**src/rtl/whack_a_mole_pkg.sv**
```systemverilog
// rtl/whack_a_mole_pkg.sv - shared types and width helpers for the whack-a-mole blocks
package whack_a_mole_pkg;

  typedef enum logic [1:0] {IDLE, UP, DOWN} state_e;

  function automatic int width_for(input int max_value);
    return (max_value < 2) ? 1 : $clog2(max_value + 1);
  endfunction

  function automatic int imax(input int a, input int b);
    return (a > b) ? a : b;
  endfunction

  localparam int LEVEL_W = width_for(7);

endpackage

```
**src/rtl/ms_prescaler.sv**
```systemverilog
// rtl/ms_prescaler.sv - millisecond prescaler with synchronous clear, emits ms_tick
module ms_prescaler
  import whack_a_mole_pkg::*;
#(
  parameter int CLKS_PER_MS = 50000
) (
  input  logic clk,
  input  logic rst,
  input  logic clear,
  input  logic enable,
  output logic ms_tick
);

  localparam int CW = width_for(CLKS_PER_MS - 1);
  localparam logic [CW-1:0] LAST = CW'(CLKS_PER_MS - 1);

  logic [CW-1:0] count;

  assign ms_tick = enable && (count == LAST);

  always_ff @(posedge clk) begin
    if (rst || clear) begin
      count <= '0;
    end else if (enable) begin
      count <= (count == LAST) ? '0 : count + CW'(1);
    end
  end

endmodule

```
**src/rtl/mole_round_scheduler.sv**
```systemverilog
// rtl/mole_round_scheduler.sv - alternates UP/DOWN mole phases that shorten with level and combo
module mole_round_scheduler
  import whack_a_mole_pkg::*;
#(
  parameter int CLKS_PER_MS     = 50000,
  parameter int BASE_UP_MS      = 1000,
  parameter int BASE_DOWN_MS    = 500,
  parameter int STEP_MS         = 100,
  parameter int MIN_UP_MS       = 250,
  parameter int MIN_DOWN_MS     = 100,
  parameter int LEVEL_PERIOD_MS = 5000,
  parameter int MAX_LEVEL       = 7,
  parameter int COMBO_THRESHOLD = 10,
  parameter int COMBO_W         = 7
) (
  input  logic                               clk,
  input  logic                               rst,
  input  logic                               game_in_progress,
  input  logic [COMBO_W-1:0]                 combo_count,
  input  logic                               full_clear_hit,
  output logic                               mole_clk,
  output logic                               round_start,
  output logic [width_for(MAX_LEVEL)-1:0]    level
);

  localparam int LW = width_for(MAX_LEVEL);
  localparam int PW = width_for(imax(imax(BASE_UP_MS, BASE_DOWN_MS), imax(MIN_UP_MS, MIN_DOWN_MS)));
  localparam int TW = width_for(LEVEL_PERIOD_MS - 1);

  state_e        state, state_next;
  logic          load;
  logic [PW-1:0] load_val;
  logic [PW-1:0] phase_cnt;
  logic          ms_tick;
  logic [LW-1:0] time_level;
  logic [TW-1:0] level_ms;
  logic          combo_bonus;
  logic [LW:0]   eff_sum;
  logic [LW-1:0] eff;
  int            up_full, down_full;
  logic [PW-1:0] up_ms, down_ms;

  ms_prescaler #(
    .CLKS_PER_MS(CLKS_PER_MS)
  ) u_prescaler (
    .clk    (clk),
    .rst    (rst),
    .clear  (load || !game_in_progress),
    .enable (state != IDLE),
    .ms_tick(ms_tick)
  );

  // Durations are worked out in 32-bit signed so a high level cannot wrap below the floor.
  always_comb begin
    combo_bonus = (combo_count >= COMBO_W'(COMBO_THRESHOLD));
    eff_sum     = {1'b0, time_level} + (LW+1)'(combo_bonus);
    eff         = (eff_sum > (LW+1)'(MAX_LEVEL)) ? LW'(MAX_LEVEL) : eff_sum[LW-1:0];
    up_full     = BASE_UP_MS - int'(eff) * STEP_MS;
    down_full   = BASE_DOWN_MS - int'(eff) * STEP_MS;
    if (up_full < MIN_UP_MS) up_full = MIN_UP_MS;
    if (down_full < MIN_DOWN_MS) down_full = MIN_DOWN_MS;
    up_ms       = PW'(up_full);
    down_ms     = PW'(down_full);
  end

  always_comb begin
    state_next = state;
    load       = 1'b0;
    load_val   = phase_cnt;
    case (state)
      IDLE: begin
        state_next = UP;
        load       = 1'b1;
        load_val   = up_ms;
      end
      UP: begin
        if (full_clear_hit || (ms_tick && phase_cnt == PW'(1))) begin
          state_next = DOWN;
          load       = 1'b1;
          load_val   = down_ms;
        end
      end
      DOWN: begin
        if (ms_tick && phase_cnt == PW'(1)) begin
          state_next = UP;
          load       = 1'b1;
          load_val   = up_ms;
        end
      end
      default: state_next = IDLE;
    endcase
    if (!game_in_progress) begin
      state_next = IDLE;
      load       = 1'b0;
    end
  end

  always_ff @(posedge clk) begin
    if (rst) begin
      state       <= IDLE;
      mole_clk    <= 1'b0;
      round_start <= 1'b0;
      level       <= '0;
      phase_cnt   <= '0;
      time_level  <= '0;
      level_ms    <= '0;
    end else begin
      state       <= state_next;
      mole_clk    <= (state_next == UP);
      round_start <= (state_next == UP) && (state != UP);
      level       <= game_in_progress ? eff : '0;

      if (!game_in_progress) begin
        phase_cnt <= '0;
      end else if (load) begin
        phase_cnt <= load_val;
      end else if (ms_tick) begin
        phase_cnt <= phase_cnt - PW'(1);
      end

      // Game-time level only advances while a round is actually running.
      if (!game_in_progress) begin
        time_level <= '0;
        level_ms   <= '0;
      end else if (ms_tick) begin
        if (level_ms == TW'(LEVEL_PERIOD_MS - 1)) begin
          level_ms <= '0;
          if (time_level != LW'(MAX_LEVEL)) time_level <= time_level + LW'(1);
        end else begin
          level_ms <= level_ms + TW'(1);
        end
      end
    end
  end

endmodule

```
**config.mk**
```make
export PLATFORM = sky130hd
export DESIGN_NAME = mole_round_scheduler
export DESIGN_NICKNAME = d
export VERILOG_FILES = /design/src/rtl/whack_a_mole_pkg.sv /design/src/rtl/ms_prescaler.sv /design/src/rtl/mole_round_scheduler.sv
export SDC_FILE = /design/constraint.sdc
export NUM_CORES = 1
export LEC_CHECK = 0
export ABC_AREA = 1
export BUFFER_PORTS_ARGS = -buffer_cell sky130_fd_sc_hd__buf_4
export CORE_MARGIN = 8
export CORE_UTILIZATION = 65
export CTS_CLUSTER_DIAMETER = 50
export DETAILED_ROUTE_END_ITERATION = 10
export GPL_TIMING_DRIVEN = 0
export PLACE_DENSITY = 0.84
export SETUP_SLACK_MARGIN = 0.2
export SLEW_MARGIN = 30
export SYNTH_ARGS = -nofsm -noshare
export SYNTH_HDL_FRONTEND = slang
export SYNTH_SLANG_ARGS = --single-unit
export TNS_END_PERCENT = 5
```
**constraint.sdc**
```tcl
create_clock -name clk -period 6.9 [get_ports clk]
set_clock_uncertainty 0.05 [all_clocks]
set_input_delay 0.345 -clock clk [delete_from_list [all_inputs] [get_ports clk]]
set_output_delay 0.345 -clock clk [all_outputs]
set_load 0.05 [all_outputs]
```
==> flow_summary_export.csv <==
group,metric,value,unit
sta,layout_min_cycle_time,3.51,ns
grt,gr-usage-all-layers,19.9,%
grt,grt_pass1_wl,12600,µm
drt,antenna_violating_nets_remaining,0,
min_path,worst_min_delay_path_endpoint,"state[1]$_SDFF_PP0_",
power_and_ir_drop,pwr_density_cell,149,nW/µm²
setup_path,r2r_setup_slack,3.46,ns
power_and_ir_drop,irDropWorstVdd,0.107,mV
yosys,main_combinational_cell_family_by_area_after_synthesis,"simple AND/OR/NAND/NOR gates",
yosys,synth_seq_area_share,29.4,%
yosys,synth_async_sr_flop_share,0,%
setup_path,cell_depth_of_the_worst_flop_to_flop_path,21,
drt,num_vias,3131,
sta,transition_time_at_the_pin_with_the_least_slew_margin,0.548,ns
yosys,synth_xor_area_share,2.62,%
cts,postCtsResizedCells,0,
cts,cts_inserted_buffers,5,
yosys,compound_cell_area_share_of_the_yosys_netlist,12.0,%
yosys,edff_count_synth,0,
yosys,synth_cells,501,
finish,area_growth_syn_to_layout,8.46,%
sta,finalSetupViolations,0,
floorplanning,dieHeight,87.7,µm
sta,final.setup.worst_slack,3.39,ns
sta,hold_viol_final,0,
placed_design,place_congestion,0.880,
setup_path,critPathArrivalTime,3.67,ns
yosys,yosys_register_bits,49,
drt,routed_wirelength,7190,µm
yosys,yosysWarningCount,0,
setup_path,cp.required,7.06,ns
sta,min_period_over_period,50.9,%
cts,clock_path_buffers,2,
min_path,hp-class,"in2reg",
placed_design,dpl.hpwl,5510,µm
grt,grt_pass1_vias,2913,
floorplanning,die_w,87.7,µm
setup_path,slowest_delay,0.42,ns
placed_design,placed_area,3530,µm²
cts,insertion_delay,0.30,ns
setup_path,crit_slowest_cell,"ha_1",
placed_design,place_ws,3.11,ns
sta,finalMaxSlewViolations,0,
grt,globalRoute.totalOverflow,0,
sta,timing.slew.headroom,63.4,%
floorplanning,num_io_pins,16,
drt,detailedRoute.firstPassIterationCount,5,
setup_path,worst_setup_path_end_kind,"flop",
yosys,netlist-cell-type-count,41,
cts,cts.sinks,49,
drt,drt_iter0_markers,214,
yosys,netlist_area,3340,µm²
cts,htree_num_levels,2,
yosys,syn_nets,535,
cts,clk_root_buffer_cell,"clkbuf_8",
placed_design,port_buffers,14,
drt,viasPerCell,5.29,
floorplanning,floorplan.rows,26,
setup_path,path_max_fanout,10,
setup_path,worst_path_most_repeated_cell,"nand2_1",
yosys,synth-main-ff-cell,"dfxtp_1",
finish,final_core_util,71.9,%
finish,num-nets-final,556,
finish,final_design_area_no_fill,3620,µm²
setup_path,rr_endpoint,"phase_cnt[5]$_SDFFE_PP0P_",
yosys,synth.mux.area_fraction,0,%
job,maxCapViolations,0,
yosys,synth_simple_gate_area_share,37.6,%
power_and_ir_drop,leakage,1.65,nW
setup_path,critPathKind,"in2reg",
floorplanning,core_area,5040,µm²
min_path,hp-start,"rst",
drt,wl_per_cell,12.1,µm
sta,finalSetupTns,0,ns
sta,max_clock_freq,0.285,GHz
yosys,yosys.area_share.adder,8.61,%
setup_path,critPathLaunchType,"primary input",
status,run_status,"complete, no violations",
grt,grt_antenna_before_repair,0,
setup_path,cell_breakdown_of_the_critical_path,"buf_4 -> nor3_1 -> nand2_1 -> ha_1 -> ha_1 -> inv_1 -> nand2_1 -> ha_1 -> inv_1 -> ha_1 -> ha_1 -> nand2_1 -> nor2_1 -> nand3_1 -> nand2_1 -> nand2_1 -> nand3_1 -> nand2_1 -> inv_1 -> nand2_1 -> nand2_1 -> o21ai_0 -> nor2_1 -> nor2_1",
setup_path,r2r-start,"time_level[0]$_SDFFE_PP0P_",
cts,cts.clk_slew.worst_paths,0.09,ns
cts,postCtsSetupRepairBufs,0,
yosys,syn_area_per_cell,6.67,µm²
drt,detail_route.drc_violations,0,
finish,drive_above_1_share,10.7,%
cts,number_of_buffers_inserted_for_hold_repair_after_clock_tree_synthesis,0,
grt,grt_max_degree,15,
sta,rsz_0062_raised_after_global_routing,"false",
cts,cts_tree,"yes",
min_path,whs_path_depth,2,
finish,n_antenna_cell,0,
floorplanning,die_area,7690,µm²
floorplanning,start_util,66.3,%
-- stage by stage --
stage / power [mW] / hold WS (ns) / cells
after floorplan: 0.353 / 0.367 / 501
after global placement: 0.370 / 0.382 / 585
after detailed placement: 0.371 / 0.397 / 585
after CTS: 0.542 / 0.168 / 592
after global routing: 0.564 / 0.173 / 592
final: 0.541 / 0.175 / 592
-- report_power, final --
group          total [mW]  switching, mW  leakage (nW)  internal (mW)
registers           0.290        0.00326         0.396          0.287
clock network       0.175         0.0956        0.0433         0.0795
logic              0.0758         0.0474          1.21         0.0284
-- cells by family after synthesis --
family | Yosys count
DFF | 49
adders and majority gates | 23
xor gates and xnor gates | 10
buffers and inverters | 82
and+or+nand+nor | 268
AOI/OAI and AO/OA | 69
-- routing by layer --
metal | vias up | global-route usage [%] | wire length (µm)
met4 | 0 | 6.41 | 110
met2 | 75 | 33.3 | 3420
met1 | 1397 | 25.2 | 3310
li1 | 1647 | - | -
met5 | - | 0 | 0
met3 | 12 | 3.00 | 343
-- worst max-delay path, delay by kind of cell --
family	cells	cell delay, ns
buffers and inverters	4	0.33
AO/OA/AOI/OAI	1	0.10
AND/OR/NAND/NOR	14	1.43
adder cells (fa/ha/maj)	5	1.45
-- worst max path at each step --
stage                               from                        end  slack, ns  depth (start not counted)
after floorplan           combo_count[4]  phase_cnt[5]$_SDFFE_PP0P_       3.74                         23
after global placement    combo_count[4]  phase_cnt[5]$_SDFFE_PP0P_       3.17                         24
after detailed placement  combo_count[4]  phase_cnt[5]$_SDFFE_PP0P_       3.11                         24
after CTS                 combo_count[4]  phase_cnt[5]$_SDFFE_PP0P_       3.43                         24
after global routing      combo_count[4]  phase_cnt[5]$_SDFFE_PP0P_       3.09                         24
final                     combo_count[4]  phase_cnt[5]$_SDFFE_PP0P_       3.39                         24
-- layout by cell type (no fill, tap or decap), drive strengths merged, types with 2 or more instances in the layout --
cell	n
buf	17
nand4	7
o21bai	3
nor4	4
a211oi	4
clkinv	2
ha	23
inv	73
nand2	114
o211ai	2
dfxtp	49
a21boi	2
nor3b	5
xor2	9
nor2	79
a21oi	28
o21ai	26
nor3	18
or2	4
a31oi	2
clkbuf	10
nand3	36
-- state kept, by name (all words and copies together), names as in the netlist --
register,cells
phase_cnt,10
round_start,1
mole_clk,1
level_ms,13
level,3
state,2
u_prescaler.count,16
time_level,3
-- final cells by class --
class                           count  area (µm²)
Timing Repair Buffer               14         105
Multi-Input combinational cell    370        2030
Inverter                           75         287
Buffer                              7        42.5
Tap cell                           70        87.6
Sequential cell                    49         981
Fill cell                         429        1420
Clock inverter                      1        7.51
Clock buffer                        6        82.6
-- cells in the mapped netlist (2+ instances only) --
cell,number,area share [%]
nor3b_1,5,1.1
nand3_1,32,4.8
o21ai_0,20,3.0
nor3_1,16,2.4
a211oi_1,4,0.90
nand2_2,4,0.75
inv_2,3,0.34
xor2_1,9,2.4
o21ai_1,4,0.60
a31oi_1,2,0.37
dfxtp_1,49,29
nand2_4,5,1.7
a21oi_1,28,4.2
a21boi_0,2,0.45
nand2_1,105,12
nand4_1,7,1.3
clkbuf_1,3,0.34
nor2_1,75,8.4
inv_1,70,7.9
nor2_4,4,1.3
o21bai_1,3,0.67
ha_1,23,8.6
buf_4,2,0.45
nand3_2,3,0.90
or2_2,4,0.75
nor4_1,4,0.75
(Power assumes the default switching activity.)
